File: src/rtl/reg_write_arbiter.sv
// Round-robin arbiter sharing one dff write port among N requesters, with bounded lock bursts.
// Latency: one cycle from req/wdata sampled at a posedge to gnt/dff_d/dff_en registered.
// Backpressure: requesters hold req until they see gnt; a locked owner keeps the port for at most MAX_HOLD grants.
//
// Ports:
//   clk     system clock, all state changes on posedge
//   rst     synchronous active-low reset
//   req     per-requester write request (level)
//   lock    per-requester burst lock, only honoured for the current owner
//   wdata   packed requester data, slice i = wdata[i*size +: size]
//   gnt     registered one-hot grant, zero when idle
//   dff_d   registered data to the shared dff
//   dff_en  registered write enable to the shared dff (equals |gnt)
//   owner   index of the granted requester, valid while dff_en=1
module reg_write_arbiter #(
    parameter int size     = 8,
    parameter int N        = 4,
    parameter int MAX_HOLD = 4
) (
    input  logic                 clk,
    input  logic                 rst,
    input  logic [N-1:0]         req,
    input  logic [N-1:0]         lock,
    input  logic [N*size-1:0]    wdata,
    output logic [N-1:0]         gnt,
    output logic [size-1:0]      dff_d,
    output logic                 dff_en,
    output logic [$clog2(N)-1:0] owner
);

    localparam int OW = $clog2(N);
    localparam int CW = $clog2(MAX_HOLD + 1);
    localparam logic [N-1:0] ONE = N'(1);

    typedef enum logic {IDLE, HOLD} state_t;

    state_t          state;
    logic [OW-1:0]   last;
    logic [CW-1:0]   hold_cnt;

    logic [OW-1:0]   cand;
    logic [OW-1:0]   win;
    logic            any;
    logic            keep;

    // Rotating-priority search starting just after the last winner. During a
    // burst, last is the owner, so a released owner automatically drops to
    // lowest priority.
    always_comb begin
        cand = '0;
        win  = last;
        any  = 1'b0;
        for (int k = 1; k <= N; k++) begin
            cand = OW'((int'(last) + k) % N);
            if (!any && req[cand]) begin
                any = 1'b1;
                win = cand;
            end
        end
    end

    // Burst continues only while the owner still requests, still locks, and
    // has grants left.
    assign keep = (state == HOLD) && req[last] && lock[last] &&
                  (hold_cnt < CW'(MAX_HOLD));

    always_ff @(posedge clk) begin
        if (!rst) begin
            state    <= IDLE;
            last     <= OW'(N - 1);
            hold_cnt <= '0;
            gnt      <= '0;
            dff_d    <= '0;
            dff_en   <= 1'b0;
            owner    <= '0;
        end else if (keep) begin
            gnt      <= ONE << last;
            dff_d    <= wdata[last*size +: size];
            dff_en   <= 1'b1;
            owner    <= last;
            hold_cnt <= hold_cnt + 1'b1;
        end else if (any) begin
            // Fresh arbitration, also used when a burst ends so no bubble is inserted.
            gnt      <= ONE << win;
            dff_d    <= wdata[win*size +: size];
            dff_en   <= 1'b1;
            owner    <= win;
            last     <= win;
            hold_cnt <= CW'(1);
            state    <= lock[win] ? HOLD : IDLE;
        end else begin
            // Idle: dff_d and owner keep their last values.
            gnt      <= '0;
            dff_en   <= 1'b0;
            state    <= IDLE;
        end
    end

endmodule

File: config.mk
export PLATFORM = sky130hd
export DESIGN_NAME = reg_write_arbiter
export DESIGN_NICKNAME = d
export VERILOG_FILES = /design/src/rtl/reg_write_arbiter.sv
export SDC_FILE = /design/constraint.sdc
export NUM_CORES = 1
export LEC_CHECK = 0
export CORE_MARGIN = 2
export CORE_UTILIZATION = 45
export CTS_CLUSTER_SIZE = 30
export DETAILED_ROUTE_END_ITERATION = 10
export DONT_BUFFER_PORTS = 1
export SLEW_MARGIN = 40
export SYNTH_ARGS = -nofsm -noshare
export SYNTH_HDL_FRONTEND = slang
export SYNTH_SLANG_ARGS = --single-unit
File: constraint.sdc
create_clock -name clk -period 2.8 [get_ports clk]
set_clock_uncertainty 0.2 [all_clocks]
set_input_delay 0.14 -clock clk [delete_from_list [all_inputs] [get_ports clk]]
set_output_delay 0.14 -clock clk [all_outputs]
set_load 0.03 [all_outputs]
==> results.md <==
STA:
- Setup repair after global routing could not meet its margin everywhere.
- In this run the tightest slew margin relative to its limit is 54.5%.
- For the pin with the worst max-slew slack, the measured transition is 0.680 ns.
- The final hold violation count is 0.
- Setup total negative slack on the finished layout was measured at 0 ns.
- The count of pins over their slew limit is 0.
- The total of endpoints with negative setup slack in the final report is 0.
- The final critical-path share of the clock period is 97.7%.
- The final critical-path setup slack is 0.0648 ns.
- The smallest clock period supported by the final layout is computed as 2.74 ns.
- The highest attainable clock frequency is 366 MHz.

Clocking:
- The count of clock tree sinks is 21.
- The maximum clock path buffer count is 2.
- The master cell of the clock root buffer is sky130_fd_sc_hd__clkbuf_4.
- TritonCTS created 3 clock buffers.
- The clock transition at the registers of the reported paths is 0.15 ns.
- In this run the number of H-tree levels came out at 1.
- The CTS tree is yes.
- At the later pin of the worst-skew pair, clock insertion delay measures 0.32 ns.

Power and ir drop:
- The worst-case IR drop observed on VDD is 0.551 mV.
- For this design the static power due to leakage is 0.000890 uW.
- Power spread over the standard cell area amounts to 1150 mW/mm2.

Drt:
- The first-iteration detailed-routing DRC count is 110.
- The post-detailed-route DRC marker count is 0.
- After detailed routing, the average wire length per cell comes to 19.0 um.
- In the routed layout, each cell is associated on average with a via count of 6.37.
- The first detailed-routing pass took 4 iterations.
- The via count is 1880.
- The routed design has 5610 um of wire.
- The post-detailed-route count of antenna-violating nets is 0.

Logic synthesis:
- In this run the cell area of the synthesized design comes to 0.00163 mm2.
- Synthesis produced a netlist with a net count of 249.
- In the synthesized netlist the dominant register cell turns out to be sky130_fd_sc_hd__dfxtp_1.
- The count of state elements after synthesis is 21.
- Synthesis produced 202 cells.
- In the synthesized netlist the async set-or-reset flop fraction comes to 0%.
- The cell type with the largest total area after synthesis is sky130_fd_sc_hd__dfxtp_1.
- The number of distinct library cells after synthesis is 44.
- The synthesized design devotes to its leading area cell type 25.8% of total area.
- In this run, synthesis inferred 0 flip-flops with an integrated enable.
- Summing the sequential cell areas from Yosys gives 25.8% of the chip area.
- During synthesis, Yosys emitted a total of 0 warnings.
- Each instance of the synthesized netlist takes up on average 8.06 um2.
- In the post-synthesis netlist, the biggest area contributors are sky130_fd_sc_hd__dfxtp_1 26%, sky130_fd_sc_hd__mux4_2 6.9%, sky130_fd_sc_hd__nand3_1 6.8%.

Critical path:
- The worst setup path is captured at a register.
- The setup path with the least slack is of type register to register.
- Along the worst path, the maximum fanout reaches 4.
- For the worst flop-to-flop path, the logic depth is 8.
- For the worst setup path, the data required time is 2.86 ns.
- The critical path data arrival time is 2.80 ns.
- The category of the worst setup path launch point is a register.

GRT:
- The total routing usage reported by global routing is 27.3%.
- The pin count of the biggest net entering global routing is 18.
- After global routing the overflow that remains totals 0.
- The via count of the first global-routing pass is 1861.
- The first-pass GRT wire length is 8910 um.
- The initial antenna violation count was 0.

Hold path:
- Counting instances, the worst hold path has a depth of 4.
- The tightest min-delay check is of the input port to register type.

Die:
- Measured along the x axis, the die boundary spans 64.1 um.
- The total core area is 0.00342 mm2.
- The boundary pin count is 57.
- The row count is 21.
- From bottom edge to top edge, the die measures 64.1 um.
- The starting density of the core is 47.7%.
- The die covers 0.00411 mm2.

Cells and area:
- In the final design database the tool counted 297 nets.
- The share of layout cells above drive strength 1 is 19.3%.
- Relative to the synthesized area, the layout overhead comes to 38.2%.
- The area occupied by registers is 425 um2.
- The number of fill cells in the layout is 284.
- The repair_antennas step left the layout with diodes totalling 0.
- The multi-input combinational cell area is 0.00116 mm2.

Placed design:
- The weighted congestion reported at the end of routability-driven placement is 0.850.
- The quantity of I/O buffers inserted on ports is 0.
- Summed over all nets, the half-perimeter wirelength after detailed placement is 3630 um.
- At the placement stage, the worst setup path has a slack of 0.0766 ns.

Status:
- The run finished with clean final reports.

Run:
- The tool flagged a number of max-cap violations equal to 0.
## area by class of cell
type,instances,share of cell area (%)
Timing Repair Buffer,58,24.2
Tap cell,46,2.56
Clock buffer,3,1.00
Inverter,6,1.45
Clock inverter,1,0.222
Sequential cell,21,18.9
Multi-Input combinational cell,160,51.6
## power by group
| group | leakage, uW | internal [uW] | switching, uW |
|---|---|---|---|
| sequential | 0.000174 | 420 | 254 |
| clock | 0.0000177 | 53.5 | 110 |
| combinational | 0.000698 | 803 | 947 |
| total | 0.000890 | 1280 | 1310 |
## worst paths after layout
kind / start / end / slack [ns]
max: last[0] / gnt[0] / 0.06
min: req[0] / last[1] / 0.04
max reg2reg: last[0] / gnt[0] / 0.06
min reg2reg: hold_cnt[0] / hold_cnt[0] / 0.31
## cells in the mapped netlist (2+ instances only)
master,number
sky130_fd_sc_hd__a22oi_1,2
sky130_fd_sc_hd__nor2_1,10
sky130_fd_sc_hd__nand4_1,10
sky130_fd_sc_hd__nand3_1,22
sky130_fd_sc_hd__a211oi_1,3
sky130_fd_sc_hd__nor3_1,3
sky130_fd_sc_hd__buf_6,2
sky130_fd_sc_hd__inv_1,4
sky130_fd_sc_hd__ha_1,5
sky130_fd_sc_hd__o211ai_1,10
sky130_fd_sc_hd__mux4_2,5
sky130_fd_sc_hd__nor3b_1,2
sky130_fd_sc_hd__buf_2,2
sky130_fd_sc_hd__or4_1,3
sky130_fd_sc_hd__and3b_1,2
sky130_fd_sc_hd__and2_1,4
sky130_fd_sc_hd__dfxtp_1,21
sky130_fd_sc_hd__a21oi_1,6
sky130_fd_sc_hd__clkbuf_1,12
sky130_fd_sc_hd__a32o_1,2
sky130_fd_sc_hd__o21ai_0,21
sky130_fd_sc_hd__and3_1,8
sky130_fd_sc_hd__nand2b_1,2
sky130_fd_sc_hd__a31o_2,8
sky130_fd_sc_hd__nor2b_1,3
sky130_fd_sc_hd__nand2_1,12
## per-layer routing
metal  vias up  part of all wire [%]  wire [um]  track usage, %
li1        879                     -          -               -
met1       903                    40       2250            32.6
met2        84                    52       2890            48.3
met3        14                   5.5        307            4.40
met4         0                   2.8        157            11.2
met5         -                     0          0               0
## kinds of logic (layout without fill, tap and decap cells)
| family | Yosys count | in the layout | share of synthesized area, % |
|---|---|---|---|
| AOI/OAI and AO/OA | 62 | 63 | 27.6 |
| adders and majority gates | 5 | 5 | 3.84 |
| buffers and inverters | 22 | 68 | 6.15 |
| DFF | 21 | 21 | 25.8 |
| muxes | 7 | 7 | 8.22 |
| and+or+nand+nor | 85 | 85 | 28.4 |
## placed cells by master (no fill, tap or decap), types with 3 or more instances in the layout
| cell | n |
|---|---|
| sky130_fd_sc_hd__a211oi_1 | 3 |
| sky130_fd_sc_hd__a21oi_1 | 6 |
| sky130_fd_sc_hd__a31o_2 | 8 |
| sky130_fd_sc_hd__and2_1 | 4 |
| sky130_fd_sc_hd__and3_1 | 8 |
| sky130_fd_sc_hd__buf_4 | 15 |
| sky130_fd_sc_hd__clkbuf_4 | 3 |
| sky130_fd_sc_hd__dfxtp_1 | 19 |
| sky130_fd_sc_hd__dlygate4sd3_1 | 41 |
| sky130_fd_sc_hd__ha_1 | 4 |
| sky130_fd_sc_hd__inv_1 | 3 |
| sky130_fd_sc_hd__mux4_2 | 5 |
| sky130_fd_sc_hd__nand2_1 | 12 |
| sky130_fd_sc_hd__nand3_1 | 22 |
| sky130_fd_sc_hd__nand4_1 | 10 |
| sky130_fd_sc_hd__nor2_1 | 10 |
| sky130_fd_sc_hd__nor2b_1 | 3 |
| sky130_fd_sc_hd__nor3_1 | 3 |
| sky130_fd_sc_hd__o211ai_1 | 10 |
| sky130_fd_sc_hd__o21ai_0 | 20 |
| sky130_fd_sc_hd__or4_1 | 3 |
## state kept, by name, summed over array words and instances (netlist names)
register  flops
dff_en        1
state         1
owner         2
dff_d         8
hold_cnt      3
gnt           4
last          2
## critical path, stage by stage, from the launching register on
cell and delay, ns:
sky130_fd_sc_hd__dfxtp_4 0.43, sky130_fd_sc_hd__inv_8 0.04, sky130_fd_sc_hd__ha_4 0.26, sky130_fd_sc_hd__mux4_2 0.53, sky130_fd_sc_hd__nor2b_1 0.19, sky130_fd_sc_hd__nor3_1 0.31, sky130_fd_sc_hd__nor2_1 0.11, sky130_fd_sc_hd__or4_1 0.47
sky130_fd_sc_hd__a21oi_1 0.13
## metrics by stage
| stage | instance area [um2] | power (uW) | hold slack (ns) | util (%) | std cells |
|---|---|---|---|---|---|
| detailed placement | 1740 | 2190 | 0.00822 | 51.0 | 246 |
| CTS | 2180 | 2390 | 0.0456 | 63.8 | 291 |
| global placement | 1730 | 2130 | 0.00826 | 50.7 | 245 |
| finish | 2250 | 2590 | 0.0445 | 65.9 | 295 |
| global route | 2250 | 2780 | 0.0783 | 65.9 | 295 |
| floorplan | 1670 | 1850 | 0.153 | - | 202 |
## what timing repair did
action | 4_1_cts | 5_1_grt
hold endpoints to repair | 20 | 0
gates resized for setup | 0 | 11
setup buffers | 0 | 3
hold buffers | 41 | 0
endpoints found under the setup margin | 0 | 12
No activity file was read; power rests on OpenSTA's default activity.
